### config.mk
export PLATFORM = sky130hd
export DESIGN_NAME = imem_arbiter
export DESIGN_NICKNAME = d
export VERILOG_FILES = /design/src/rtl/imem_arbiter_pkg.sv /design/src/rtl/imem_arbiter.sv
export SDC_FILE = /design/constraint.sdc
export NUM_CORES = 1
export LEC_CHECK = 0
export CELL_PAD_IN_SITES_DETAIL_PLACEMENT = 1
export CELL_PAD_IN_SITES_GLOBAL_PLACEMENT = 1
export CORE_MARGIN = 5
export CORE_UTILIZATION = 10
export DETAILED_ROUTE_END_ITERATION = 7
export GPL_TIMING_DRIVEN = 0
export PLACE_DENSITY_LB_ADDON = 0.2
export SLEW_MARGIN = 25
export SYNTH_ARGS = -nofsm -noshare
export SYNTH_HDL_FRONTEND = slang
export SYNTH_SLANG_ARGS = --single-unit
### constraint.sdc
create_clock -name clk -period 3.65 [get_ports clk]
set_input_delay 0.365 -clock clk [delete_from_list [all_inputs] [get_ports clk]]
set_output_delay 0.365 -clock clk [all_outputs]
set_load 0.02 [all_outputs]
### src/rtl/imem_arbiter_pkg.sv
// imem_arbiter_pkg
//   Shared definitions for the instruction-memory arbiter: arbiter state
//   encoding, default starvation limit and the RV64 NOP instruction that is
//   returned on a misaligned fetch.
package imem_arbiter_pkg;

  // BOOT: program loader owns the memory, core is held.
  // RUN : core fetches and loader share the memory.
  typedef enum logic {
    ST_BOOT = 1'b0,
    ST_RUN  = 1'b1
  } arb_state_e;

  // Maximum consecutive loader grants while a fetch is waiting.
  localparam int STARVE_MAX_DEF = 4;

  // addi x0, x0, 0
  localparam logic [31:0] NOP_INSTR = 32'h0000_0013;

endpackage : imem_arbiter_pkg

### src/rtl/imem_arbiter.sv
// imem_arbiter
//   Arbitrates a single-port external instruction memory between the core
//   fetch port and the program loader. In BOOT only the loader is served and
//   the core is held; l_done moves to RUN, where the loader has priority but
//   a waiting fetch is guaranteed service after STARVE_MAX loader grants.
//
// Ports
//   clk, rst                    clock, synchronous active-high reset
//   f_req/f_pc                  fetch request and byte address
//   f_gnt/f_rvalid/f_instr/f_err  fetch grant, response valid, data, misalign flag
//   l_req/l_we/l_addr/l_wdata   loader request, write enable, byte address, data
//   l_done                      one-cycle pulse: program load finished
//   l_gnt/l_rvalid/l_rdata      loader grant, readback valid, readback data
//   m_en/m_we/m_addr/m_wdata    memory command (word address)
//   m_rdata                     memory read data, one cycle after an m_en read
//   core_hold                   core stall
module imem_arbiter
  import imem_arbiter_pkg::*;
#(
  parameter int MEM_DEPTH  = 1024,
  parameter int ADDR_W     = 10,
  parameter int STARVE_MAX = STARVE_MAX_DEF
) (
  input  logic              clk,
  input  logic              rst,
  input  logic              f_req,
  input  logic [63:0]       f_pc,
  output logic              f_gnt,
  output logic              f_rvalid,
  output logic [31:0]       f_instr,
  output logic              f_err,
  input  logic              l_req,
  input  logic              l_we,
  input  logic [63:0]       l_addr,
  input  logic [31:0]       l_wdata,
  input  logic              l_done,
  output logic              l_gnt,
  output logic              l_rvalid,
  output logic [31:0]       l_rdata,
  output logic              m_en,
  output logic              m_we,
  output logic [ADDR_W-1:0] m_addr,
  output logic [31:0]       m_wdata,
  input  logic [31:0]       m_rdata,
  output logic              core_hold
);

  // ADDR_W is expected to equal $clog2(MEM_DEPTH); MEM_DEPTH itself only
  // documents the size of the external array.
  localparam int CNT_W = (STARVE_MAX < 1) ? 1 : $clog2(STARVE_MAX + 1);
  localparam logic [CNT_W-1:0] STARVE_LIM = CNT_W'(STARVE_MAX);

  arb_state_e       state_q, state_d;
  logic [CNT_W-1:0] starve_q, starve_d;
  logic             f_rvalid_q, f_rvalid_d;
  logic             f_err_q, f_err_d;
  logic             l_rvalid_q, l_rvalid_d;
  logic             core_hold_q, core_hold_d;

  logic run;
  logic f_misal;
  logic l_win;
  logic f_win;

  always_comb begin
    run     = (state_q == ST_RUN);
    f_misal = (f_pc[1:0] != 2'b00);

    // Loader wins ties in RUN unless fetch has been starved to the limit.
    // Nothing is granted while rst is high, so a reset cycle never leaves a
    // response behind.
    l_win = !rst && l_req && (!run || !f_req || (starve_q != STARVE_LIM));
    f_win = !rst && run && f_req && !l_win;

    f_gnt   = f_win;
    l_gnt   = l_win;
    // A misaligned fetch is accepted but never touches the memory.
    m_en    = l_win || (f_win && !f_misal);
    m_we    = l_win && l_we;
    m_addr  = '0;
    m_wdata = '0;
    if (l_win) begin
      m_addr = l_addr[ADDR_W+1:2];
      if (l_we) m_wdata = l_wdata;
    end else if (f_win && !f_misal) begin
      m_addr = f_pc[ADDR_W+1:2];
    end

    // Next-state values.
    state_d = state_q;
    if (!run && l_done) state_d = ST_RUN;
    core_hold_d = (state_d == ST_BOOT);

    starve_d = starve_q;
    if (f_win || !f_req) begin
      starve_d = '0;
    end else if (l_win && (starve_q != STARVE_LIM)) begin
      starve_d = starve_q + 1'b1;
    end

    f_rvalid_d = f_win;
    f_err_d    = f_win && f_misal;
    l_rvalid_d = l_win && !l_we;

    // Responses are masked during rst so that a pending read is dropped.
    f_rvalid  = f_rvalid_q && !rst;
    f_err     = f_err_q && f_rvalid;
    f_instr   = '0;
    if (f_rvalid) f_instr = f_err_q ? NOP_INSTR : m_rdata;
    l_rvalid  = l_rvalid_q && !rst;
    l_rdata   = l_rvalid ? m_rdata : 32'h0;
    core_hold = core_hold_q || rst;
  end

  always_ff @(posedge clk) begin
    if (rst) begin
      state_q     <= ST_BOOT;
      starve_q    <= '0;
      f_rvalid_q  <= 1'b0;
      f_err_q     <= 1'b0;
      l_rvalid_q  <= 1'b0;
      core_hold_q <= 1'b1;
    end else begin
      state_q     <= state_d;
      starve_q    <= starve_d;
      f_rvalid_q  <= f_rvalid_d;
      f_err_q     <= f_err_d;
      l_rvalid_q  <= l_rvalid_d;
      core_hold_q <= core_hold_d;
    end
  end

endmodule : imem_arbiter

==> results.txt <==
----------------------------------------------------
[Run status]
  Result of the run ... completed

[CTS]
  TritonCTS clock tree ... built
  CTS H-Tree Depth ... 1
  Post-CTS Hold Buffers ... 0
  Clock sink total ... 8
  Clock transition at the registers of the reported paths ... 0.04 ns
  Post-CTS Setup Repair Bufs ... 0
  Number of buffers inserted during clock tree synthesis ... 3
  Resized Gates After CTS ... 0
  CTS max path bufs ... 2
  Clk Tree Root Cell ... sky130_fd_sc_hd__clkbuf_16
  Clk Latency, worst-skew pair ... between 0.2 and 0.25 ns

[Yosys]
  Count of flip-flops with a built-in enable after synthesis ... 0
  Synth async-reset ratio ... 0%
  Synthesized flop and latch total ... 8
  Synth cell types ... 24
  Gate Count Post-Synth ... 168
  Mean Syn Cell Area ... just over 7 um2
  Synthesized netlist net count ... 368
  Proportion of synthesized chip area in sequential cells ... a little over an eighth
  Number of warning messages in the yosys log ... 0
  Fraction of synthesized cell area taken by the top area cell type ... roughly 50%
  Biggest area consumer among synthesized cells ... sky130_fd_sc_hd__and2_1
  Most frequently used flop master after synthesis ... sky130_fd_sc_hd__dfxtp_1
  Cells taking the most area after synthesis ... sky130_fd_sc_hd__and2_1, sky130_fd_sc_hd__dfxtp_1, sky130_fd_sc_hd__a22o_2
  Synth Cell Area ... 1210 um2

[Route]
  Via count ... between 1500 and 2000
  Post-Route WL ... 8870 um
  DRT antenna net count ... 0
  DRC violations left ... 0
  Post-DR vias/cell ... 3.72
  Routed wire length per instance ... around 17 um
  DRT Pass-1 Iters ... 4
  Number of DRC violations after detailed-routing iteration 0 ... 27

[Timing]
  Post-layout min period ... 3.11 ns
  Aggregate negative setup slack ... 0 ns
  Max Slew Vio Count ... 0
  Worst-Margin Slew ... 0.549 ns
  Max frequency ... 322 MHz
  Worst slew margin relative to its limit ... around 63%
  Setup repair after global routing missed its margin ... no
  Share of the cycle needed by the critical path after routing ... 85.1%
  Setup Skew ... roughly 0.0028 ns
  Hold WS ... 0.532 ns
  Final setup violation count ... 0
  Count of final hold-check violations ... 0

[Critical path]
  Minimum setup slack among reg-to-reg paths ... 1.84 ns
  Endpoint kind of the worst setup timing path ... primary output
  Worst setup path category ... input pin to primary output
  Largest driver fanout on the critical path ... 10
  Required time at the worst-slack endpoint ... approximately 3.3 ns
  Kind of launch point of the worst setup path ... input pin
  Arrival time at the worst endpoint ... 2.74 ns

[Layout]
  Number of antenna cells inserted ... 0
  Layout cell share with drive strength beyond 1 ... 6.38%
  Most frequent cells in the layout ... sky130_fd_sc_hd__clkdlybuf4s50_1, sky130_fd_sc_hd__and2_1, sky130_fd_sc_hd__a22o_2, sky130_fd_sc_hd__nor2_1, sky130_fd_sc_hd__dfxtp_1
  Net total in the final layout ... 578
  Most common cell after layout, fill and taps aside ... sky130_fd_sc_hd__clkdlybuf4s50_1
  Area added between synthesis and finish ... 191%

[Floorplan]
  I/O Pins ... approximately 310
  DIE AREA ... roughly 14000 um2
  Starting utilization of the core area ... about a tenth
  Std-Cell Core Area ... approximately 12000 um2
  Placement row count ... 40
  Horizontal extent of the die ... between 100 and 150 um
  Chip height ... 120 um

[Power]
  Power density cells ... around 150 nW/um2
  Maximum vdd ir drop ... slightly above 0.09 mV
  Standby leakage power ... roughly 1.3 nW

[GRT]
  Maximum number of pins on one net before global-route repair ... 11
  Wire length of the first global-routing pass ... 13100 um
  Global route total overflow ... 0
  Total global-route track usage ... between 10% and 20%
  Number of antenna violations at the first check in global routing ... 0
  Number of global-route vias before repair ... ~2200

[Place]
  Placer congestion estimate ... around 0.8
  Half-perimeter wire length after detailed placement ... 7800 um
  Count of port buffers added during placement ... about 210

[Flow run]
  Max-cap violations ... 0

[Worst hold path]
  Hold crit path type ... flip-flop to flip-flop

----------------------------------------------------
-- flip-flops by register name (all words and copies together) (netlist names) --
register / flops
l_rvalid_q: 1
run: 1
f_err_q: 1
starve_q: 3
f_rvalid_q: 1
core_hold_q: 1
-- cell families (layout without fill, tap and decap cells) --
| family | after synthesis | in the layout | synth area share [%] |
|---|---|---|---|
| buffers and inverters | 17 | 225 | 6.71 |
| flip-flops | 8 | 8 | 13.2 |
| adder cells (fa/ha/maj) | 2 | 2 | 2.07 |
| AND/OR/NAND/NOR | 118 | 118 | 59.6 |
| AO/OA/AOI/OAI | 23 | 23 | 18.4 |
-- worst paths after layout --
| path | startpoint | to | cells past startpoint |
|---|---|---|---|
| setup reg to reg | starve_q[0] | l_rvalid_q | 6 |
| hold reg to reg | starve_q[1] | starve_q[1] | 2 |
| hold / removal | starve_q[1] | starve_q[1] | 2 |
| setup / recovery | rst | m_wdata[5] | 6 |
-- metal layers --
metal	track usage (%)	vias to the layer above	routed length (um)
met4	2.43	0	107
met5	0	-	0
li1	-	955	-
met3	5.94	6	1100
met1	13.0	868	3310
met2	20.7	118	4360
-- synthesized netlist by cell type (2+ instances only) --
library cell,n
sky130_fd_sc_hd__a21oi_1,5
sky130_fd_sc_hd__a22o_2,10
sky130_fd_sc_hd__and2_1,96
sky130_fd_sc_hd__buf_4,2
sky130_fd_sc_hd__clkbuf_1,6
sky130_fd_sc_hd__clkbuf_2,2
sky130_fd_sc_hd__dfxtp_1,8
sky130_fd_sc_hd__ha_1,2
sky130_fd_sc_hd__inv_1,6
sky130_fd_sc_hd__nand3_1,2
sky130_fd_sc_hd__nor2_1,9
sky130_fd_sc_hd__nor2b_1,4
sky130_fd_sc_hd__o211ai_1,4
sky130_fd_sc_hd__or2_2,2
-- per-stage QoR --
stage / setup WS, ns / power [mW] / utilization (%) / cell area, um2 / instances
5_1_grt: 0.290 / 0.547 / 29.4 / 3520 / 523
3_3_place_gp: 0.424 / 0.334 / 28.8 / 3450 / 520
3_5_place_dp: 0.473 / 0.335 / 28.8 / 3450 / 520
4_1_cts: 0.459 / 0.525 / 29.4 / 3520 / 523
2_1_floorplan: 1.68 / 0.166 / - / 1210 / 168
6_report: 0.543 / 0.515 / 29.4 / 3520 / 523
-- power breakdown --
| group | total [mW] | switching, mW | internal [mW] | leakage [nW] |
|---|---|---|---|---|
| Combinational | 0.237 | 0.0890 | 0.148 | 1.21 |
| Clock | 0.185 | 0.0433 | 0.141 | 0.0370 |
| Sequential | 0.0935 | 0.00273 | 0.0908 | 0.0655 |
-- worst max-delay path: stages --
cell and delay [ns]:
sky130_fd_sc_hd__clkdlybuf4s50_1 0.53, sky130_fd_sc_hd__nand2b_2 0.29, sky130_fd_sc_hd__a311oi_4 0.40, sky130_fd_sc_hd__clkbuf_2 0.29, sky130_fd_sc_hd__and2_1 0.22, sky130_fd_sc_hd__clkdlybuf4s50_1 0.64
-- final cells by class --
class	instances	area, um2
buffer	11	58.8
clock buffer	3	75.1
fill	1440	8440
inverter	6	22.5
multi-input combinational	143	970
sequential	8	160
tap	147	184
timing repair buffer	205	2050
Note: power is estimated with default switching activity, not from simulation.
